**src/rtl/traffic_signal_rr.sv**
```systemverilog
// N-direction round-robin traffic-light controller with min/max green, timed yellow and
// an optional all-red clearance phase enabled by defining the ALL_RED_EN macro.
module traffic_signal_rr #(
  parameter int N_DIR       = 2,
  parameter int MIN_GREEN   = 4,
  parameter int MAX_GREEN   = 16,
  parameter int YELLOW_CYC  = 2,
  parameter int ALL_RED_CYC = 1
) (
  input  logic                       clk,
  input  logic                       reset,
  input  logic [N_DIR-1:0]           T,
  output logic [2*N_DIR-1:0]         S,
  output logic [$clog2(N_DIR)-1:0]   active,
  output logic [1:0]                 phase
);

  localparam int ACT_W = $clog2(N_DIR);
  localparam int TMR_W = $clog2(MAX_GREEN+1);

  localparam logic [TMR_W-1:0] TMR_SAT = TMR_W'(MAX_GREEN-1);
  localparam logic [TMR_W-1:0] MIN_LIM = TMR_W'(MIN_GREEN-1);
  localparam logic [TMR_W-1:0] YEL_LIM = TMR_W'(YELLOW_CYC-1);
  localparam logic [TMR_W-1:0] AR_LIM  = TMR_W'(ALL_RED_CYC-1);

  typedef enum logic [1:0] {
    GREEN   = 2'b00,
    YELLOW  = 2'b01,
    ALL_RED = 2'b10
  } phase_e;

  phase_e             phase_q, phase_n;
  logic [ACT_W-1:0]   active_q, active_n;
  logic [TMR_W-1:0]   tmr_q, tmr_n;

  logic [N_DIR-1:0]   act_onehot;
  logic               self_req;
  logic               others;
  logic [2*N_DIR-1:0] dbl;
  logic [ACT_W-1:0]   nxt;

  // Index active+off reduced modulo N_DIR; off never exceeds N_DIR-1.
  function automatic logic [ACT_W-1:0] wrap_idx(input logic [ACT_W-1:0] base, input int off);
    int s;
    s = int'(base) + off;
    if (s >= N_DIR) s = s - N_DIR;
    return ACT_W'(s);
  endfunction

  assign act_onehot = N_DIR'(1) << active_q;
  assign self_req   = |(T & act_onehot);
  assign others     = |(T & ~act_onehot);

  // Rotate the sensors so bit m holds direction (active+1+m) mod N_DIR; lowest set bit wins.
  always_comb begin
    dbl = {T, T} >> ({1'b0, active_q} + (ACT_W+1)'(1));
    nxt = wrap_idx(active_q, 1);
    for (int i = N_DIR-2; i >= 0; i--) begin
      if (dbl[i]) nxt = wrap_idx(active_q, i+1);
    end
  end

  always_ff @(posedge clk or negedge reset) begin
    if (!reset) begin
      phase_q  <= GREEN;
      active_q <= '0;
      tmr_q    <= '0;
    end else begin
      phase_q  <= phase_n;
      active_q <= active_n;
      tmr_q    <= tmr_n;
    end
  end

  always_comb begin
    phase_n  = phase_q;
    active_n = active_q;
    tmr_n    = (tmr_q == TMR_SAT) ? tmr_q : tmr_q + TMR_W'(1);
    case (phase_q)
      GREEN: begin
        // Green never times out on its own: preemption needs another requester.
        if (tmr_q >= MIN_LIM && (!self_req || (tmr_q == TMR_SAT && others))) begin
          phase_n = YELLOW;
          tmr_n   = '0;
        end
      end
      YELLOW: begin
        if (tmr_q == YEL_LIM) begin
          tmr_n = '0;
`ifdef ALL_RED_EN
          phase_n = ALL_RED;
`else
          phase_n  = GREEN;
          active_n = nxt;
`endif
        end
      end
      ALL_RED: begin
        if (tmr_q == AR_LIM) begin
          phase_n  = GREEN;
          active_n = nxt;
          tmr_n    = '0;
        end
      end
      default: begin
        phase_n  = GREEN;
        active_n = '0;
        tmr_n    = '0;
      end
    endcase
  end

  always_comb begin
    S = {N_DIR{2'b10}};
    for (int i = 0; i < N_DIR; i++) begin
      if (ACT_W'(i) == active_q) begin
        case (phase_q)
          GREEN:   S[2*i +: 2] = 2'b00;
          YELLOW:  S[2*i +: 2] = 2'b01;
          default: S[2*i +: 2] = 2'b10;
        endcase
      end
    end
  end

  assign active = active_q;
  assign phase  = phase_q;

endmodule

```
**config.mk**
```make
export PLATFORM = sky130hd
export DESIGN_NAME = traffic_signal_rr
export DESIGN_NICKNAME = d
export VERILOG_FILES = /design/src/rtl/traffic_signal_rr.sv
export SDC_FILE = /design/constraint.sdc
export NUM_CORES = 1
export LEC_CHECK = 0
export CAP_MARGIN = 40
export CORE_AREA = 2 2 39 41
export CTS_BUF_LIST = sky130_fd_sc_hd__clkbuf_16
export DETAILED_ROUTE_END_ITERATION = 6
export DIE_AREA = 0 0 41 43
export GPL_TIMING_DRIVEN = 0
export PLACE_DENSITY = 0.59
export SYNTH_ARGS = -nofsm -noshare
export SYNTH_HDL_FRONTEND = slang
export SYNTH_SLANG_ARGS = --single-unit
```
**constraint.sdc**
```tcl
create_clock -name clk -period 2 [get_ports clk]
set_input_delay 0.4 -clock clk [delete_from_list [all_inputs] [get_ports clk]]
set_output_delay 0.4 -clock clk [all_outputs]
set_load 0.02 [all_outputs]
```
-- Word-level counts from Yosys, hierarchy flattened
Cells that the tools add are included.
- register bits after elaboration: 8
- bits in latches: 0
- RAM bits: 0
- ROM bits: 0
- input port bits: 4
- output and inout port bits: 7
- logic and storage cells: 46
- memories: 0
- $add $sub $neg: 3
- multipliers: 0
- div/mod/pow operators: 0
- $lt $le $gt $ge: 2
- equality and inequality tests: 7
- shift operators: 1
- mux-type cells: 16
- bitwise logic cells: 4
- reduce and logical (&&, ||, !) cells: 10
- operators with widths (operator ; count):
    5-bit two-way mux ; 4
    5-bit one-hot mux with 3 select lines ; 1
    2-bit two-way mux ; 5
    2-bit != test, second input constant ; 3
    2-bit one-hot mux with 3 select lines ; 1
    3-bit AND reduction ; 2
    5-bit by 1-bit adder with 5-bit output, second input constant ; 1
    5-bit by 1-bit == test with 1-bit output, second input constant ; 1
    5-bit by 4-bit == test with 1-bit output, second input constant ; 1
    5-bit by 2-bit >= comparator with 1-bit output, second input constant ; 1
    5-bit logical NOT ; 1
    2-bit bitwise AND ; 2
    2-bit one-hot mux with 2 select lines ; 1
    2-bit OR reduction ; 2
    1-bit two-way mux ; 3
    1-bit one-hot mux with 3 select lines ; 1
    1-bit by 1-bit adder with 2-bit output, second input constant ; 1
    2-bit by 1-bit == test with 1-bit output, second input constant ; 1
    2-bit == test, second input constant ; 1
    2-bit >= comparator, second input constant ; 1
    1-bit logical AND ; 2
    2-bit logical NOT ; 1
    2-bit inverter ; 1
    1-bit by 1-bit left shift with 2-bit output, first input constant ; 1
    other kinds (4) ; 4

-- Depth between registers and ports, before layout
Gate-level depths: netlist of the first run.
- depth in word-level cells: 9
- gate-level depth with buffers: 5

-- Least setup slack after synthesis of the first run
Ideal clock, no wire load.
- kind: reg2reg
- start: register tmr_q[0]
- end: register tmr_q[3]
- library setup time: 148 ps
- arrival: 1248 ps
- setup slack: 604 ps
- cell stages (with the launch flop): 5
- period minus slack after synthesis: 1396 ps
- cells stage by stage: dfrtp_1 > ha_1 > nand4b_2 > o21bai_1 > a221oi_1
- cells in the longest elaborated chain, start to end: 6
- elaborated cells between the ends (all ways): 13
- RTL lines (item ; line ; source):
    start, declared ; 34 ; logic [TMR_W-1:0] tmr_q, tmr_n;
    start signal, assigned ; 71 ; tmr_q <= tmr_n;
    branches (longest 5 deep; another with 5-bit by 1-bit adder with 5-bit output) ; - ;
    5-bit one-hot mux with 3 select lines (*) ; 79 ; case (phase_q)
    via tmr_n[3] ; 34 ;
Mark *: on every way through the listed nets, which the timed path passes.
A chain may end at the register's enable or synchronous reset.

-- Worst setup path in the final report of the first run
- start: register active_q, in the netlist active
- end: output port S[3]
- cells in the longest elaborated chain, start to end: 1
- RTL lines (item ; line ; source):
    start, declared ; 33 ; logic [ACT_W-1:0] active_q, active_n;
    start signal, assigned ; 70 ; active_q <= active_n;
    2-bit two-way mux ; 116 ; if (ACT_W'(i) == active_q) begin
    end, declared ; 13 ; output logic [2*N_DIR-1:0] S,
No other way between the ends.

==> impl_metrics.csv, run 1 <==
group,metric,value,unit
cts,clock_latency,0.23,ns
sta,worst_pin_slew,0.545,ns
global_routing,antenna_found_initial,0,
synthesis,ys_top_cells_by_area,"dfrtp_1 39%, buf_4 6.7%, ha_1 5.6%",
sta,timing.setup.tns,0,ns
synthesis,synth_enable_flop_cells,0,
synthesis,postSynthAreaPerCell,9.53,um2
global_routing,grt_use_met1,0.164,
global_routing,use_met3,0.0628,
synthesis,syn-num-nets,53,
cts,cts_htree_levels,1,
floorplan,dieArea,0.00176,mm2
global_routing,grtUsageMet2,0.184,
cts,cts_hold_buf,0,
critical_path,path_delay_family,"buffers and inverters",
critical_path,cpMaxStageDelayCell,"clkdlybuf4s50_1",
global_routing,grt-ovfl-total,0,
critical_path,crit_required,1.60,ns
synthesis,synth.most_common_cell,"dfrtp_1",
synthesis,yosys.area.top_type,"dfrtp_1",
cts,cts_buffers,3,
run,cap_violations,0,
cts,cts_setup_buffers,0,
placement,placed_cells,72,
critical_path,critPathBufInv,3,
layout,drive_gt1_frac,0.200,
cts,cts_buffer_depth,2,
sta,rsz0062_at_grt,"false",
cts,cts_root_buf,"clkbuf_16",
synthesis,yosys_warnings,0,
routing,vias,366,
hold_path,hp-class,"input pin to async pin",
layout,seqCellArea,175,um2
status,outcome,"finished clean",
layout,nFillCells,138,
sta,setup-violations-final,0,
floorplan,start_util,0.324,
critical_path,cp_data_arrival_time,1.48,ns
sta,hold_viol_final,0,
layout,multi_input_area,223,um2
layout,fin_nets,67,
synthesis,synth_top_area_share,0.391,
cts,clkSinkCount,7,
global_routing,track_usage,0.141,
critical_path,startpoint_type,"flip-flop",
pwr,p_leak,0.303,nW
layout,diodes,0,
critical_path,cp_cell_sequence,"inv_1 -> buf_4 -> clkdlybuf4s50_1",
placement,port_buffers,9,
sta,finalMaxSlewViolations,0,
floorplan,fp-row-count,14,
routing,ant_nets,0,
routing,drc_errors,0,
synthesis,synthCells,47,
cts,cts_resized,0,
floorplan,coreArea,0.00138,mm2
sta,skew,0.00178,ns
sta,fmaxAchievable,533,MHz
synthesis,synth_common_cells,"7 x dfrtp_1, 4 x buf_4, 4 x inv_1",
floorplan,die_w,41,um
cts,cts_tree,"done",
cts,clk_pin_slew,0.04,ns
routing,viasPerCell,4.82,
sta,finalCritPeriodShare,0.938,
global_routing,grt_pass1_vias,346,
synthesis,synth_seq_cells,7,
pwr,vdd_ir_drop_max,0.698,mV
sta,maxSlewHeadroom,0.637,
synthesis,yosysSeqAreaShare,0.391,
critical_path,slowest_delay,0.59,ns
routing,dr.pass1.iters,4,
global_routing,grt_max_degree,8,
synthesis,synth_async_sr_flop_share,1.00,
floorplan,die_y,43,um
floorplan,ios,11,
routing,wl,862,um
global_routing,gr-max-usage-layer,"met2",
pwr,p_per_area,1890,mW/mm2
synthesis,ys.flop_type,"dfrtp_1",
routing,wl_per_cell,11.3,um
layout,area_delta_synth_final,42.2,%
synthesis,ys_types,24,
critical_path,end_kind,"output pin",
synthesis,syn_area,448,um2
routing,drtIter0Drc,3,
sta,min_period,1.88,ns
critical_path,worstSetupPathType,"flip-flop to output pin",
placement,place_congestion,0.752,
global_routing,grt_pass1_wl,1510,um
layout,stdcell_count,76,
critical_path,cp_max_fo,5,
placement,hpwl,641,um
[state kept, by name, summed over array words and instances, names as in the netlist]
signal	flops
active	1
phase	1
tmr_q	5
[cells by family after synthesis]
logic type                 Yosys count  share of synthesized area
AOI/OAI and AO/OA                   10                      0.162
xor gates and xnor gates             2                     0.0391
adders and majority gates            2                     0.0559
buffers and inverters                9                      0.112
DFF                                  7                      0.391
muxes                                2                     0.0559
other                                1                    0.00837
and+or+nand+nor                     14                      0.176
[cells in the final DEF (no fill, tap or decap), types with 2 or more instances in the layout]
cell type and n:
clkbuf_16 3, ha_1 2, xnor2_1 2, clkdlybuf4s50_1 9, buf_4 4, nand2_1 3
a211oi_1 2, nand3_1 2, a21oi_1 3, nor3_1 2, dfrtp_1 7, nor2_1 2
nor2b_1 2, inv_1 5
[routing by layer]
layer,routed length (um),up-vias,part of all wire
met2,450,4,0.52
met1,365,174,0.42
met4,22,0,0.026
li1,-,186,-
met5,0,-,0
met3,24,2,0.028
[where the power goes]
group / internal [mW] / switching, mW / total, mW
clock: 0.260 / 0.0751 / 0.335
sequential: 0.206 / 0.0804 / 0.286
combinational: 0.308 / 0.273 / 0.582
[worst paths after layout]
check	start	to	slack, ns	cells after the start
setup / recovery	active	S[3]	0.12	3
hold / removal	reset	tmr_q[3]	0.44	1
setup reg to reg	tmr_q[0]	tmr_q[3]	0.37	4
hold reg to reg	tmr_q[4]	tmr_q[4]	0.56	2
max in group asynchronous	reset	phase[0]	1.32	1
min in group clk	tmr_q[4]	tmr_q[4]	0.56	2
[metrics by stage]
step           cell area [um2]  utilization  hold WS, ns  power [mW]  setup WS [ns]
3_5_place_dp               558        0.403        0.562       0.873          0.354
2_1_floorplan              448            -        0.104       0.681          0.604
6_report                   637        0.460        0.437        1.20          0.124
5_1_grt                    637        0.460        0.463        1.30         0.0277
4_1_cts                    637        0.460        0.452        1.22          0.108
3_3_place_gp               558        0.403        0.550       0.869          0.341
[cell type report]
class | count | share of cell area
repair buffers | 9 | 0.141
plain buffers | 5 | 0.0550
clock buffers | 3 | 0.118
inverters | 4 | 0.0236
flip-flops and latches | 7 | 0.275
clock inverters | 1 | 0.00589
well taps | 16 | 0.0314
multi-input cells | 31 | 0.350
Power figures use the tool's default switching activity.
==> run 2, diff against run 1 <==
==> constraint.sdc (replaced) <==
create_clock -name clk -period 2 [get_ports clk]
set_input_delay 0.4 -clock clk [delete_from_list [all_inputs] [get_ports clk]]
set_output_delay 0.4 -clock clk [all_outputs]
set_load 0.05 [all_outputs]
==> run 2 against run 1 <==
Against the previous run:
- clock skew about the same
- wire length stayed put
- register-to-register slack is essentially flat
- flip-flop and latch count is the same
- maximum frequency decreased by 0.13%
- non-clock buffer count did not move
- critical path type unchanged
- largest cell class unchanged
==> impl_metrics.csv, run 2 (same netlist as run 1, synthesis figures left out) <==
group,metric,value,unit
cts,clkSinkCount,7,
global_routing,track_usage,0.142,
sta,fmaxAchievable,532,MHz
critical_path,crit_required,1.60,ns
sta,finalMaxSlewViolations,0,
critical_path,cpMaxStageDelayCell,"clkdlybuf4s50_1",
sta,hold_viol_final,0,
cts,cts_tree,"done",
layout,nFillCells,139,
critical_path,end_kind,"output pin",
global_routing,grt_pass1_vias,348,
routing,viasPerCell,4.76,
routing,drc_errors,0,
critical_path,path_delay_family,"buffers and inverters",
routing,wl,862,um
routing,wl_per_cell,11.3,um
critical_path,cp_data_arrival_time,1.48,ns
layout,area_delta_synth_final,41.9,%
cts,clk_pin_slew,0.04,ns
run,cap_violations,0,
floorplan,die_w,41,um
sta,maxSlewHeadroom,0.637,
sta,holdWs,0.438,ns
layout,regMostFlops,"tmr_q",
routing,vias,362,
critical_path,startpoint_type,"flip-flop",
sta,worst_pin_slew,0.545,ns
sta,setup-violations-final,0,
floorplan,coreArea,0.00138,mm2
floorplan,start_util,0.324,
placement,port_buffers,9,
layout,diodes,0,
global_routing,grt_max_degree,8,
layout,final_cell_mix,"7 x dfrtp_1, 5 x inv_1, 5 x clkdlybuf4s50_1, 4 x buf_4",
critical_path,cp_cell_sequence,"clkdlybuf4s50_1",
cts,cts_root_buf,"clkbuf_16",
global_routing,antenna_found_initial,0,
floorplan,dieArea,0.00176,mm2
global_routing,grt_pass1_wl,1520,um
routing,ant_nets,0,
floorplan,die_y,43,um
layout,drive_gt1_frac,0.200,
cts,cts_buffers,3,
cts,cts_htree_levels,1,
critical_path,worstSetupPathType,"flip-flop to output pin",
critical_path,critPathBufInv,1,
cts,clock_latency,0.23,ns
placement,hpwl,641,um
sta,skew,0.00176,ns
floorplan,fp-row-count,14,
sta,timing.setup.tns,0,ns
layout,fin_nets,67,
routing,drtIter0Drc,3,
status,outcome,"finished clean",
critical_path,cp.depth,1,
critical_path,slowest_delay,0.83,ns
sta,min_period,1.88,ns
critical_path,cp_max_fo,5,
cts,cts_hold_buf,0,
floorplan,ios,11,
routing,dr.pass1.iters,2,
hold_path,hp-class,"input pin to async pin",
sta,finalCritPeriodShare,0.939,
placement,place_congestion,0.752,
critical_path,rr_worst_depth,4,
layout,largest_register_ffs,5,
sta,rsz0062_at_grt,"false",
global_routing,grt-ovfl-total,0,
cts,cts_buffer_depth,2,
layout,final_common_cell,"dfrtp_1",
[run 2: changes by cell type in the layout (fill, tap and decap cells not counted)]
cell             change
dlymetal6s2s_1       +1
clkdlybuf4s50_1      -4
dlygate4sd2_1        +3
[run 2: metal layers]
layer | share of wire | GRT usage | routed length, um
met5 | 0 | 0 | 0
met4 | 0.026 | 0.120 | 22
met1 | 0.42 | 0.168 | 362
met3 | 0.028 | 0.0628 | 24
met2 | 0.53 | 0.184 | 453
[run 2: final cells by class]
class	instances	area [um2]	area share
multi-input cells	31	223	0.350
flip-flops and latches	7	175	0.276
repair buffers	9	88.8	0.140
clock buffers	3	75.1	0.118
plain buffers	5	35.0	0.0551
well taps	16	20.0	0.0315
inverters	4	15.0	0.0236
clock inverters	1	3.75	0.00591
[run 2: path summary, 6_finish.rpt]
check                      endpoint  slack, ns      from
max in group asynchronous  phase[0]       1.32     reset
setup reg to reg           tmr_q[3]       0.37  tmr_q[0]
hold reg to reg            tmr_q[4]       0.56  tmr_q[4]
hold / removal             tmr_q[3]       0.44     reset
min in group clk           tmr_q[4]       0.56  tmr_q[4]
setup / recovery             active       0.12    active
[run 2: through the flow]
stage / worst slack (ns) / instance area [um2] / std cells / util
5_1_grt: 0.0511 / 636 / 76 / 0.459
6_report: 0.121 / 636 / 76 / 0.459
4_1_cts: 0.0242 / 633 / 76 / 0.458
2_1_floorplan: 0.0854 / 448 / 47 / -
3_3_place_gp: 0.168 / 558 / 72 / 0.403
3_5_place_dp: 0.160 / 558 / 72 / 0.403
[run 2: what timing repair did]
action	CTS	global route
gates resized for setup	3	1
endpoints found under the setup margin	3	1
cloned	0	0
buffers inserted	0	0
Power of run 2 is not shown: default switching activity piles up to over one toggle a cycle in this logic, so the estimate is an artifact.
